[src/rtl/eu_param.sv]
`default_nettype none
// ============================================================================
// Module   : eu_param
// Brief    : Parametrised execution unit. Fetches operands over the BIU
//            req/ack port, runs an ALU op and writes the result back.
// Revision : 1.0 - initial release
// ============================================================================
module eu_param #(
    parameter int DW      = 16,
    parameter int IRW     = 32,
    parameter int ALU_LAT = 1,
    parameter int TIMEOUT = 255
) (
    input  logic           clk,
    input  logic           rst,
    input  logic           start,
    input  logic [IRW-1:0] ir,
    input  logic           biu_ack,
    input  logic [DW-1:0]  biu_rdata,
    output logic           biu_req,
    output logic [1:0]     biu_op,
    output logic [DW-1:0]  biu_wdata,
    output logic           busy,
    output logic           done,
    output logic           err,
    output logic [3:0]     flags
);

    localparam logic [2:0] c_ST_IDLE = 3'd0;
    localparam logic [2:0] c_ST_RD_A = 3'd1;
    localparam logic [2:0] c_ST_RD_B = 3'd2;
    localparam logic [2:0] c_ST_EXEC = 3'd3;
    localparam logic [2:0] c_ST_WR   = 3'd4;
    localparam logic [2:0] c_ST_DONE = 3'd5;
    localparam logic [2:0] c_ST_ERR  = 3'd6;

    localparam logic [1:0] c_MODE_RI  = 2'b00;
    localparam logic [1:0] c_MODE_CMP = 2'b10;
    localparam logic [1:0] c_MODE_ILL = 2'b11;

    localparam logic [1:0] c_BOP_RD_A = 2'b00;
    localparam logic [1:0] c_BOP_RD_B = 2'b01;
    localparam logic [1:0] c_BOP_WR   = 2'b10;

    localparam logic [2:0] c_OP_ADD = 3'd0;
    localparam logic [2:0] c_OP_SUB = 3'd1;
    localparam logic [2:0] c_OP_AND = 3'd2;
    localparam logic [2:0] c_OP_OR  = 3'd3;
    localparam logic [2:0] c_OP_XOR = 3'd4;
    localparam logic [2:0] c_OP_NOT = 3'd5;
    localparam logic [2:0] c_OP_SHL = 3'd6;
    localparam logic [2:0] c_OP_SHR = 3'd7;

    localparam int              c_TW       = (TIMEOUT > 1) ? $clog2(TIMEOUT) : 1;
    localparam logic [c_TW-1:0] c_TMO_LAST = c_TW'(TIMEOUT - 1);

    logic [2:0]      r_state;
    logic [2:0]      w_next;
    logic [1:0]      r_mode;
    logic [2:0]      r_op;
    logic [DW-1:0]   r_a;
    logic [DW-1:0]   r_b;
    logic [DW-1:0]   r_res;
    logic [3:0]      r_flags;
    logic [c_TW-1:0] r_tmo;

    logic            w_in_xfer;
    logic            w_xfer_done;
    logic            w_tmo_hit;
    logic            w_lat_last;
    logic [1:0]      w_ir_mode;
    logic [DW:0]     w_sum_add;
    logic [DW:0]     w_sum_sub;
    logic [DW-1:0]   w_res;
    logic            w_c;
    logic            w_v;
    logic [3:0]      w_flags;
    logic            w_unused_ir;

    assign w_ir_mode   = ir[IRW-1:IRW-2];
    assign w_unused_ir = ^ir;

    // A transfer is open in every requesting state; ack wins over a timeout on the same edge
    assign w_in_xfer   = (r_state == c_ST_RD_A) || (r_state == c_ST_RD_B) || (r_state == c_ST_WR);
    assign w_xfer_done = w_in_xfer && biu_ack;
    assign w_tmo_hit   = w_in_xfer && !biu_ack && (r_tmo == c_TMO_LAST);

    generate
        if (ALU_LAT == 1) begin : g_lat_single
            assign w_lat_last = 1'b1;
        end else begin : g_lat_multi
            localparam int              c_LW       = $clog2(ALU_LAT);
            localparam logic [c_LW-1:0] c_LAT_LAST = c_LW'(ALU_LAT - 1);
            logic [c_LW-1:0] r_lat;

            always_ff @(posedge clk or posedge rst) begin
                if (rst) begin
                    r_lat <= '0;
                end else if ((r_state == c_ST_EXEC) && (r_lat != c_LAT_LAST)) begin
                    r_lat <= r_lat + 1'b1;
                end else begin
                    r_lat <= '0;
                end
            end

            assign w_lat_last = (r_lat == c_LAT_LAST);
        end
    endgenerate

    // ---------------------------------------------------------------- FSM
    always_ff @(posedge clk or posedge rst) begin
        if (rst) begin
            r_state <= c_ST_IDLE;
        end else begin
            r_state <= w_next;
        end
    end

    always_comb begin
        w_next = r_state;
        case (r_state)
            c_ST_IDLE: begin
                if (start) begin
                    w_next = (w_ir_mode == c_MODE_ILL) ? c_ST_ERR : c_ST_RD_A;
                end
            end
            c_ST_RD_A: begin
                if (w_xfer_done) begin
                    w_next = (r_mode == c_MODE_RI) ? c_ST_EXEC : c_ST_RD_B;
                end else if (w_tmo_hit) begin
                    w_next = c_ST_ERR;
                end
            end
            c_ST_RD_B: begin
                if (w_xfer_done) begin
                    w_next = c_ST_EXEC;
                end else if (w_tmo_hit) begin
                    w_next = c_ST_ERR;
                end
            end
            c_ST_EXEC: begin
                if (w_lat_last) begin
                    w_next = (r_mode == c_MODE_CMP) ? c_ST_DONE : c_ST_WR;
                end
            end
            c_ST_WR: begin
                if (w_xfer_done) begin
                    w_next = c_ST_DONE;
                end else if (w_tmo_hit) begin
                    w_next = c_ST_ERR;
                end
            end
            c_ST_DONE: w_next = c_ST_IDLE;
            c_ST_ERR:  w_next = c_ST_IDLE;
            default:   w_next = c_ST_IDLE;
        endcase
    end

    // Outputs decode straight from the state register so reset drops req at once
    always_comb begin
        biu_req = 1'b0;
        biu_op  = c_BOP_RD_A;
        busy    = (r_state != c_ST_IDLE);
        done    = (r_state == c_ST_DONE);
        err     = (r_state == c_ST_ERR);
        case (r_state)
            c_ST_RD_A: begin
                biu_req = 1'b1;
                biu_op  = c_BOP_RD_A;
            end
            c_ST_RD_B: begin
                biu_req = 1'b1;
                biu_op  = c_BOP_RD_B;
            end
            c_ST_WR: begin
                biu_req = 1'b1;
                biu_op  = c_BOP_WR;
            end
            default: begin
                biu_req = 1'b0;
                biu_op  = c_BOP_RD_A;
            end
        endcase
    end

    assign biu_wdata = r_res;
    assign flags     = r_flags;

    // ---------------------------------------------------------------- ALU
    always_comb begin
        w_sum_add = {1'b0, r_a} + {1'b0, r_b};
        w_sum_sub = {1'b0, r_a} + {1'b0, ~r_b} + {{DW{1'b0}}, 1'b1};
        w_res     = '0;
        w_c       = 1'b0;
        w_v       = 1'b0;
        case (r_op)
            c_OP_ADD: begin
                w_res = w_sum_add[DW-1:0];
                w_c   = w_sum_add[DW];
                w_v   = (r_a[DW-1] == r_b[DW-1]) && (w_sum_add[DW-1] != r_a[DW-1]);
            end
            c_OP_SUB: begin
                w_res = w_sum_sub[DW-1:0];
                w_c   = w_sum_sub[DW];
                w_v   = (r_a[DW-1] != r_b[DW-1]) && (w_sum_sub[DW-1] != r_a[DW-1]);
            end
            c_OP_AND: w_res = r_a & r_b;
            c_OP_OR:  w_res = r_a | r_b;
            c_OP_XOR: w_res = r_a ^ r_b;
            c_OP_NOT: w_res = ~r_a;
            c_OP_SHL: begin
                w_res = {r_a[DW-2:0], 1'b0};
                w_c   = r_a[DW-1];
            end
            c_OP_SHR: begin
                w_res = {1'b0, r_a[DW-1:1]};
                w_c   = r_a[0];
            end
            default: begin
                w_res = '0;
                w_c   = 1'b0;
            end
        endcase
        w_flags = {(w_res == '0), w_res[DW-1], w_c, w_v};
    end

    // ---------------------------------------------------------------- datapath
    always_ff @(posedge clk or posedge rst) begin
        if (rst) begin
            r_mode  <= '0;
            r_op    <= '0;
            r_a     <= '0;
            r_b     <= '0;
            r_res   <= '0;
            r_flags <= '0;
            r_tmo   <= '0;
        end else begin
            if (r_state != w_next) begin
                r_tmo <= '0;
            end else if (w_in_xfer) begin
                r_tmo <= r_tmo + 1'b1;
            end

            // Immediate preloads B; reg-reg and compare overwrite it from the BIU
            if ((r_state == c_ST_IDLE) && start) begin
                r_mode <= w_ir_mode;
                r_op   <= ir[IRW-3:IRW-5];
                r_b    <= ir[DW-1:0];
            end

            if ((r_state == c_ST_RD_A) && biu_ack) begin
                r_a <= biu_rdata;
            end
            if ((r_state == c_ST_RD_B) && biu_ack) begin
                r_b <= biu_rdata;
            end

            if ((r_state == c_ST_EXEC) && w_lat_last) begin
                r_flags <= w_flags;
                if (r_mode != c_MODE_CMP) begin
                    r_res <= w_res;
                end
            end
        end
    end

endmodule
`default_nettype wire
[config.mk]
export PLATFORM = sky130hd
export DESIGN_NAME = eu_param
export DESIGN_NICKNAME = d
export VERILOG_FILES = /design/src/rtl/eu_param.sv
export SDC_FILE = /design/constraint.sdc
export NUM_CORES = 1
export LEC_CHECK = 0
export BUFFER_PORTS_ARGS = -buffer_cell sky130_fd_sc_hd__buf_2
export CORE_ASPECT_RATIO = 0.75
export CORE_MARGIN = 10
export CORE_UTILIZATION = 55
export CTS_BUF_LIST = sky130_fd_sc_hd__clkbuf_16
export DETAILED_ROUTE_END_ITERATION = 6
export GPL_TIMING_DRIVEN = 0
export PLACE_DENSITY = 0.76
export SKIP_CTS_REPAIR_TIMING = 1
export SLEW_MARGIN = 5
export SYNTH_ARGS = -nofsm -noshare
export SYNTH_HDL_FRONTEND = slang
export SYNTH_SLANG_ARGS = --single-unit
[constraint.sdc]
create_clock -name clk -period 8.65 [get_ports clk]
set_input_delay 0.4325 -clock clk [delete_from_list [all_inputs] [get_ports clk]]
set_output_delay 0.4325 -clock clk [all_outputs]
set_load 0.05 [all_outputs]
### After elaboration in Yosys (flattened, before gate mapping)

Index checks and enable logic that the tools add are counted.

| word-level totals | value |
|---|---|
| register bits | 68 |
| bits of input ports | 52 |
| output and inout bits | 26 |
| logic and storage cells | 77 |

| cells by class | value |
|---|---|
| $add $sub $neg | 4 |
| eq/ne operators | 22 |
| multiplexer cells | 18 |
| bitwise logic cells | 5 |
| reductions and logical operators | 20 |

Operator list:

| kind | count |
|---|---|
| $pmux W16 S8 | 1 |
| $add A16 B16 Y17 | 2 |
| $mux W16 | 2 |
| $not A16 Y16 | 2 |
| $eq A3 B3 Y1 const B | 7 |
| $mux W3 | 6 |
| $add A17 B1 Y17 const B | 1 |
| $and A16 B16 Y16 | 1 |
| $logic_not A16 Y1 | 1 |
| $mux W8 | 2 |
| $or A16 B16 Y16 | 1 |
| $xor A16 B16 Y16 | 1 |
| $pmux W3 S5 | 1 |
| $eq A3 B2 Y1 const B | 4 |
| $add A8 B1 Y8 const B | 1 |
| $eq A8 B8 Y1 const B | 1 |
| $logic_and A1 B1 Y1 | 8 |
| $eq A3 B1 Y1 const B | 2 |
| $logic_not A3 Y1 | 2 |
| $eq A2 B2 Y1 const B | 2 |
| $pmux W1 S4 | 1 |
| $pmux W2 S2 | 1 |
| $reduce_bool A2 Y1 | 2 |
| $mux W1 | 3 |
| other kinds (11) | 14 |

### Depth between registers and ports, before layout

Gate-level depths: netlist (run 1).

| logic depth | value |
|---|---|
| word-level depth | 10 |
| gate-level depth with buffers | 13 |
| gate-level depth less buffers | 13 |

### Least setup slack after synthesis (run 1)

OpenSTA, ideal clock, no wires.

| path | value |
|---|---|
| path kind | register to register |
| from | register r_a[0] |
| to | register r_flags[3], in the netlist flags[3] |
| arrival time | 2890 ps |
| data required time | 8558 ps |
| slack | 5669 ps |
| cell stages (with the launch flop) | 12 |
| buffers on the path | 0 |
| path through | dfrtp_1 -> ha_1 -> fa_1 -> a21o_1 -> a211o_2 -> a21oi_1 -> o41a_1 -> mux2_4 -> a221oi_2 -> o2111a_1 -> nand4_1 -> o31ai_2 |

| on the way | value |
|---|---|
| cells in the longest elaborated chain, start to end | 4 |
| elaborated cells on any way between the ends | 9 |
| those cells by class | add/sub (3); mux (1); bitwise (4); reduce/logical (1) |

RTL lines:

| what | RTL line | source |
|---|---|---|
| start, declared | 61 | `logic [DW-1:0] r_a;` |
| start signal, assigned | 252 | `r_a <= biu_rdata;` |
| $add A16 B16 Y17 | 192 | `w_sum_sub = {1'b0, r_a} + {1'b0, ~r_b} + {{DW{1'b0}}, 1'b1};` |
| $add A17 B1 Y17 | 192 |  |
| $pmux W16 S8 (*) | 196 | `case (r_op)` |
| $logic_not A16 Y1 (*) | 224 | `w_flags = {(w_res == '0), w_res[DW-1], w_c, w_v};` |
| end signal, assigned | 259 | `r_flags <= w_flags;` |
| end, declared | 64 | `logic [3:0] r_flags;` |

Mark *: on every way between the ends. The rest lies on a longest branch, timed or not.
A chain may end at the register's enable or synchronous reset.

### Worst setup path in the final report (run 1)

| path | value |
|---|---|
| from | register r_a[7] |
| to | register r_flags[3], in the netlist flags[3] |

Same word-level chain as after synthesis.

==> flow_metrics.env, run 1 <==
export IMPL_outcome="finished, final reports clean"
export IMPL_grt_antenna_before_repair=0
export IMPL_critPathSlowestCell="a2111oi_0"
export IMPL_fin_hold_ws_ps=255
export IMPL_syn_area_um2=6040
export IMPL_yosys_area_top_type="dfrtp_1"
export IMPL_met3_length_um=2670
export IMPL_r2r_start="r_a[7]"
export IMPL_rows=33
export IMPL_worstHoldPathType="in -> async"
export IMPL_worst_pin_slew_ps=1070
export IMPL_syn2layout_area_growth_pct=13.0
export IMPL_clock_root_buffer="clkbuf_16"
export IMPL_top_layer="met4"
export IMPL_yosysWarnings=0
export IMPL_grt_pass1_vias=5702
export IMPL_dpl_instance_area_um2=6550
export IMPL_synthTopCellsByCount="nand2_1 (79), nor2_1 (76), dfrtp_1 (68), o21ai_0 (68), inv_1 (53)"
export IMPL_fmax_ghz=0.271
export IMPL_crit_fanout=10
export IMPL_core_um2=10800
export IMPL_finalWirelength_um=20200
export IMPL_slew_headroom=0.275
export IMPL_met2RoutedLength_um=8260
export IMPL_ys_seq_elements=68
export IMPL_rr_endpoint="flags[3]"
export IMPL_worst_setup_path_end_kind="register"
export IMPL_first_pass_iters=6
export IMPL_r2r_cells=12
export IMPL_cts_max_level=3
export IMPL_maxSlewViolCount=0
export IMPL_finalClockSkew_ps=12.5
export IMPL_synth_nets=849
export IMPL_netlist_area_leader_share=0.282
export IMPL_critPathMaxStageDelay_ps=510
export IMPL_crit_chain="inv_1 -> ha_1 -> buf_2 -> inv_1 -> a2111oi_0 -> o2111ai_1 -> a31oi_1 -> mux2_2 -> a221oi_2 -> o2111a_1 -> nand4_1 -> o31ai_2"
export IMPL_stdcell_area_um2=6830
export IMPL_reg2reg_slack_ps=4960
export IMPL_grt_max_degree=69
export IMPL_synth_edf_count=0
export IMPL_initial_core_util=0.559
export IMPL_io_pins=78
export IMPL_min_period_ps=3690
export IMPL_via_per_inst=6.24
export IMPL_drv_cap=0
export IMPL_clkTransAtPathRegs_ps=60
export IMPL_vias=6038
export IMPL_cpMostUsedCell="inv_1"
export IMPL_ant_nets=0
export IMPL_grt_ovfl_total=0
export IMPL_syn_inst=745
export IMPL_rsz0062_at_grt="false"
export IMPL_fin_tns_setup_ps=0
export IMPL_place_congestion=1.03
export IMPL_io_buffers=66
export IMPL_critPathArrivalTime_ps=3940
export IMPL_critPathKind="reg -> reg"
export IMPL_wl_met1_um=8990
export IMPL_diodes=0
export IMPL_wl_per_cell_um=20.9
export IMPL_synth_cell_type_count=83
export IMPL_layout_nets=926
export IMPL_clockBufferDepth=2
export IMPL_cts_tree="built"
export IMPL_yosysMostFrequentCell="nand2_1"
export IMPL_hold_violations=0
export IMPL_dp_cells=951
export IMPL_seq_area_frac_synth=0.282
export IMPL_die_h_um=111
export IMPL_drive_gt1_frac=0.177
export IMPL_synth_area_leaders="dfrtp_1 (28%), ha_1 (10%), o21ai_0 (5.6%), nand2_1 (4.9%), nor2_1 (4.7%)"
export IMPL_ys_flop_type="dfrtp_1"
export IMPL_cp_required_ps=8900
export IMPL_grtUsageTotal=0.253
export IMPL_crit_end="flags[3]"
export IMPL_die_x_um=141
export IMPL_start_kind="register"
export IMPL_fin_crit_sh=0.426
export IMPL_synth_avg_cell_area_um2=8.11
export IMPL_drc=0
export IMPL_critPathLaunch="r_a[7]"
export IMPL_async_flop_share=1.00
export IMPL_fp_dieArea_um2=15600
export IMPL_cts_sinks=68
export IMPL_numCtsBuffers=9
export IMPL_hpwl_um=15700
export IMPL_worst_skew_pair_late_latency_ps=340
export IMPL_drt_iter0_markers=746
export IMPL_setup_violations=0
export IMPL_finalNonFillerCells=967
export IMPL_grt_pass1_wl_um=31800
[how the worst min path moves through the flow]
stage,start,endpoint,slack [ps],depth (start not counted)
detailed placement,flags[0],flags[0],460,2
global route,biu_rdata[5],r_b[5],320,3
finish,rst,flags[3],250,2
floorplan,r_tmo[5],r_tmo[5],510,2
global placement,flags[0],flags[0],450,2
CTS,ir[27],r_op[0],290,3
[layer usage]
metal | track usage | vias to the layer above
li1 | - | 2788
met1 | 0.361 | 2860
met2 | 0.356 | 363
met3 | 0.0942 | 27
met4 | 0.0467 | 0
met5 | 0 | -
[critical path, delay by kind of cell (launching register included)]
| kind | cells | cell delay [ps] |
|---|---|---|
| DFF | 1 | 420 |
| muxes | 1 | 360 |
| buffers and inverters | 3 | 510 |
| adders and majority gates | 1 | 310 |
| AOI/OAI and AO/OA | 6 | 1850 |
| and+or+nand+nor | 1 | 140 |
[cell type report]
cell class	instances	area, um2
clock inverters	7	52.6
plain buffers	53	231
repair buffers	66	330
inverters	54	205
fillers	958	3990
well taps	140	175
multi-input cells	570	3910
flip-flops and latches	68	1700
clock buffers	9	225
[layout by cell type (no fill, tap or decap), types with 7 or more instances in the layout]
cell type,Yosys,layout
nor2_1,76,76
o21ai_0,68,68
a21o_1,10,10
clkbuf_16,0,9
mux2_2,15,15
a21oi_1,48,48
nor3_1,17,17
inv_1,53,53
dfrtp_1,68,68
and3_1,7,7
clkbuf_1,30,30
ha_1,50,50
a211oi_1,13,13
nand3_1,10,10
buf_2,14,80
nand2b_1,11,11
mux2i_1,12,12
a31oi_1,11,11
nand2_1,79,79
xnor2_1,10,10
nor2b_1,10,10
[state kept, by name (all words and copies together) (netlist names)]
register	flops
r_a	16
r_state	3
r_mode	2
flags	4
r_op	3
r_tmo	8
r_b	16
biu_wdata	16
[kinds of logic (layout without fill, tap and decap cells)]
kind of cell | after synthesis | count (layout) | synth area share
and+or+nand+nor | 245 | 245 | 0.192
AOI/OAI and AO/OA | 223 | 223 | 0.250
buffers and inverters | 107 | 189 | 0.0718
DFF | 68 | 68 | 0.282
adders and majority gates | 52 | 52 | 0.110
muxes | 34 | 34 | 0.0714
xor gates and xnor gates | 16 | 16 | 0.0232
[metrics by stage]
step            util  setup WS (ps)
6_report       0.631           4960
3_5_place_dp   0.606           5100
2_1_floorplan      -           5670
4_1_cts        0.631           5060
5_1_grt        0.631           4710
3_3_place_gp   0.605           5120
Power of run 1 is left out: the tool's default activity adds up to more than one toggle a clock period on the data nets, which glitch-free logic cannot reach.
==> run 2, diff against run 1 <==
- CORE_UTILIZATION: 55 -> 54
- PLACE_DENSITY: 0.76 -> 0.78
- clock period: 8.65 -> 3.1 ns (I/O delays scaled with it)
==> flow_metrics.env, run 2 (synthesized netlist as in run 1, its figures left out) <==
export IMPL_outcome="finished, violations left"
export IMPL_violations="hold timing, setup timing"
export IMPL_clock_root_buffer="clkbuf_16"
export IMPL_crit_fanout=10
export IMPL_worst_setup_path_end_kind="register"
export IMPL_io_buffers=66
export IMPL_fin_hold_ws_ps=-8.16
export IMPL_utilization=0.657
export IMPL_setup_violations=2
export IMPL_io_pins=78
export IMPL_grt_pass1_vias=5754
export IMPL_syn2layout_area_growth_pct=18.9
export IMPL_grt_pass1_wl_um=32400
export IMPL_final_common_cell="nand2_1"
export IMPL_drt_iter0_markers=741
export IMPL_die_x_um=142
export IMPL_slew_headroom=0.384
export IMPL_cts_max_level=3
export IMPL_rsz0062_at_grt="true"
export IMPL_start_kind="register"
export IMPL_pre_cts_ws_ps=-421
export IMPL_worst_pin_slew_ps=913
export IMPL_critPathArrivalTime_ps=3510
export IMPL_stdcell_area_um2=7190
export IMPL_worst_skew_pair_late_latency_ps=350
export IMPL_worst_slack_ps=-152
export IMPL_worstHoldPathType="in -> async"
export IMPL_fin_tns_setup_ps=-232
export IMPL_finalClockSkew_ps=8.74
export IMPL_min_period_ps=3250
export IMPL_drc=0
export IMPL_cts_sinks=68
export IMPL_die_h_um=112
export IMPL_rows=33
export IMPL_wl_per_cell_um=21.3
export IMPL_core_um2=10900
export IMPL_fill_cells=966
export IMPL_maxSlewViolCount=0
export IMPL_finalWirelength_um=21000
export IMPL_clkTransAtPathRegs_ps=60
export IMPL_grt_antenna_before_repair=0
export IMPL_vias=6172
export IMPL_via_per_inst=6.26
export IMPL_grt_max_degree=69
export IMPL_numCtsBuffers=9
export IMPL_cts_tree="built"
export IMPL_critPathKind="reg -> reg"
export IMPL_initial_core_util=0.552
export IMPL_hpwl_um=15900
export IMPL_fin_crit_sh=1.05
export IMPL_ant_nets=0
export IMPL_hold_violations=8
export IMPL_layout_common_cells="nand2_1 (79), buf_2 (78), nor2_1 (75)"
export IMPL_dpl_instance_area_um2=6550
export IMPL_first_pass_iters=5
export IMPL_fp_dieArea_um2=15900
export IMPL_grtUsageTotal=0.254
export IMPL_drv_cap=0
export IMPL_layout_nets=945
export IMPL_drive_gt1_frac=0.240
export IMPL_place_congestion=1.05
export IMPL_fmax_ghz=0.307
export IMPL_diodes=0
export IMPL_clockBufferDepth=2
export IMPL_grt_ovfl_total=0
export IMPL_cp_required_ps=3350
==> run 2: cell count changes in the layout (fill, tap and decap cells not counted), moves of 3 or more <==
cell / delta
a21oi_1: -3
clkbuf_1: -3
dfrtp_1: -8
inv_1: -6
a21oi_2: +3
ha_1: -3
clkbuf_2: +4
a2111oi_0: -3
buf_4: +18
ha_4: +3
dfrtp_2: +8
inv_2: +4
==> run 2: through the flow <==
step | hold slack, ps | std cells
finish | -8.16 | 986
global route | 35.4 | 986
global placement | 365 | 951
detailed placement | 380 | 951
floorplan | 272 | 745
CTS | 23.2 | 967
==> run 2: layer usage <==
metal | share of wire | wire [um] | global-route usage | up-vias
met5 | 0 | 0 | 0 | -
met2 | 0.41 | 8710 | 0.351 | 360
met4 | 0.015 | 306 | 0.0578 | 0
met1 | 0.45 | 9460 | 0.379 | 2950
met3 | 0.12 | 2530 | 0.0692 | 34
li1 | - | - | - | 2828
==> run 2: final cells by class <==
class                           count  area [um2]  share of cell area
Multi-Input combinational cell    570        4080               0.568
Sequential cell                    68        1710               0.238
Timing Repair Buffer               85         477              0.0663
Buffer                             53         241              0.0336
Clock buffer                        9         225              0.0313
Inverter                           54         209              0.0291
Tap cell                          140         175              0.0244
Clock inverter                      7        66.3             0.00923
==> run 2: worst paths after layout <==
kind / slack (ps) / depth (start not counted) / end / from
max: -150 / 12 / flags[3] / r_a[3]
min: -8 / 2 / biu_wdata[0] / rst
max reg2reg: -150 / 12 / flags[3] / r_a[3]
min reg2reg: 480 / 2 / flags[1] / flags[1]
max in group asynchronous: 2480 / 2 / r_a[3] / rst
min in group clk: 30 / 3 / r_a[3] / biu_rdata[3]
==> run 2: critical path: stages (launching register included) <==
cell and delay (ps):
dfrtp_2 430, inv_1 80, ha_1 370, buf_2 200, nor2_1 160, o311ai_2 190
a2111oi_1 450, a221o_1 250, o221ai_1 160, a311oi_2 320, o2111a_1 230, nand4_1 120
o31ai_2 190
Power of run 2 is left out for the same reason.
==> run 3, diff against run 2 <==
- CORE_UTILIZATION: 54 -> 55
- PLACE_DENSITY: 0.78 -> 0.76
- clock period: 3.1 -> 3.7 ns (I/O delays scaled with it)
==> flow_metrics.env, run 3 (synthesized netlist as in run 1, its figures left out) <==
export IMPL_cts_sinks=68
export IMPL_final_common_cell="buf_2"
export IMPL_place_congestion=1.03
export IMPL_grt_pass1_vias=5702
export IMPL_first_pass_iters=5
export IMPL_hold_violations=0
export IMPL_via_per_inst=6.23
export IMPL_grt_max_degree=69
export IMPL_crit_fanout=5
export IMPL_setup_violations=0
export IMPL_die_h_um=111
export IMPL_fp_dieArea_um2=15600
export IMPL_finalWirelength_um=20200
export IMPL_worst_setup_path_end_kind="register"
export IMPL_layout_nets=926
export IMPL_worst_skew_pair_late_latency_ps=350
export IMPL_worstHoldPathType="in -> async"
export IMPL_finalClockSkew_ps=15.0
export IMPL_grt_util_met2=0.356
export IMPL_wl_per_cell_um=20.8
export IMPL_clock_root_buffer="clkbuf_16"
export IMPL_drive_gt1_frac=0.180
export IMPL_core_um2=10800
export IMPL_cts_tree="built"
export IMPL_die_x_um=141
export IMPL_use_met3=0.0942
export IMPL_clkTransAtPathRegs_ps=60
export IMPL_drc=0
export IMPL_critPathTopFamily="compound AO/OA/AOI/OAI gates"
export IMPL_drv_cap=0
export IMPL_cp_required_ps=3960
export IMPL_drt_iter0_markers=732
export IMPL_cts_max_level=3
export IMPL_clockBufferDepth=2
export IMPL_io_pins=78
export IMPL_cpMostUsedCell="inv_1"
export IMPL_crit_chain="inv_1 -> ha_1 -> inv_1 -> fa_1 -> nor2b_1 -> o211ai_1 -> o2111ai_2 -> a31oi_1 -> mux2_2 -> a221oi_2 -> o2111a_1 -> nand4_1 -> o31ai_2"
export IMPL_rsz0062_at_grt="false"
export IMPL_rows=33
export IMPL_outcome="finished, final reports clean"
export IMPL_grt_ovfl_total=0
export IMPL_initial_core_util=0.559
export IMPL_gr_max_usage_layer="met1"
export IMPL_use_met1=0.361
export IMPL_min_period_ps=3540
export IMPL_critPathArrivalTime_ps=3790
export IMPL_fmax_ghz=0.283
export IMPL_layout_common_cells="buf_2 (80), nand2_1 (79), nor2_1 (76)"
export IMPL_ant_nets=0
export IMPL_grt_pass1_wl_um=31800
export IMPL_hpwl_um=15700
export IMPL_slew_headroom=0.254
export IMPL_start_kind="register"
export IMPL_io_buffers=66
export IMPL_critPathSlowestCell="dfrtp_1"
export IMPL_vias=6028
export IMPL_critPathMaxStageDelay_ps=470
export IMPL_maxSlewViolCount=0
export IMPL_critPathKind="reg -> reg"
export IMPL_numCtsBuffers=9
export IMPL_grt_antenna_before_repair=0
export IMPL_grtUsageTotal=0.253
export IMPL_worst_pin_slew_ps=1110
export IMPL_fin_crit_sh=0.956
export IMPL_critPathBufInv=2
export IMPL_fin_tns_setup_ps=0
export IMPL_syn2layout_area_growth_pct=13.3
export IMPL_diodes=0
==> run 3: worst reg2reg max path: stages, from the launching register on <==
cell and delay, ps:
dfrtp_1 470, inv_1 140, ha_1 210, inv_1 60, fa_1 410, nor2b_1 150
o211ai_1 290, o2111ai_2 250, a31oi_1 240, mux2_2 360, a221oi_2 290, o2111a_1 210
nand4_1 150, o31ai_2 210
==> run 3: layout make-up <==
cell class	count	area [um2]
Sequential cell	68	1700
Tap cell	140	175
Inverter	54	205
Buffer	53	231
Clock inverter	7	52.6
Timing Repair Buffer	66	330
Fill cell	952	3970
Clock buffer	9	225
Multi-Input combinational cell	570	3930
==> run 3: final timing paths <==
| check | from | end | slack [ps] | cells past startpoint |
|---|---|---|---|---|
| worst min-delay path | rst | flags[3] | 7 | 2 |
| worst min register to register | flags[0] | flags[0] | 480 | 2 |
| max in group asynchronous | rst | r_op[1] | 3120 | 2 |
| worst max-delay path | r_a[0] | flags[3] | 160 | 13 |
| worst max register to register | r_a[0] | flags[3] | 160 | 13 |
| min in group clk | ir[27] | r_op[0] | 50 | 3 |
==> run 3: stage by stage <==
step | area [um2] | util | setup WS, ps | hold slack, ps | cells
after floorplan | 6040 | - | 719 | 302 | 745
after global placement | 6550 | 0.605 | 175 | 395 | 951
after detailed placement | 6550 | 0.606 | 154 | 397 | 951
after CTS | 6830 | 0.631 | 110 | 43.7 | 967
after global routing | 6850 | 0.633 | 7.40 | 75.2 | 967
final | 6850 | 0.633 | 163 | 7.06 | 967
==> run 3: layer usage <==
metal / part of all wire / vias up
li1: - / 2788
met5: 0 / -
met2: 0.41 / 345
met4: 0.013 / 0
met1: 0.45 / 2870
met3: 0.12 / 25
Power of run 3 is left out for the same reason.
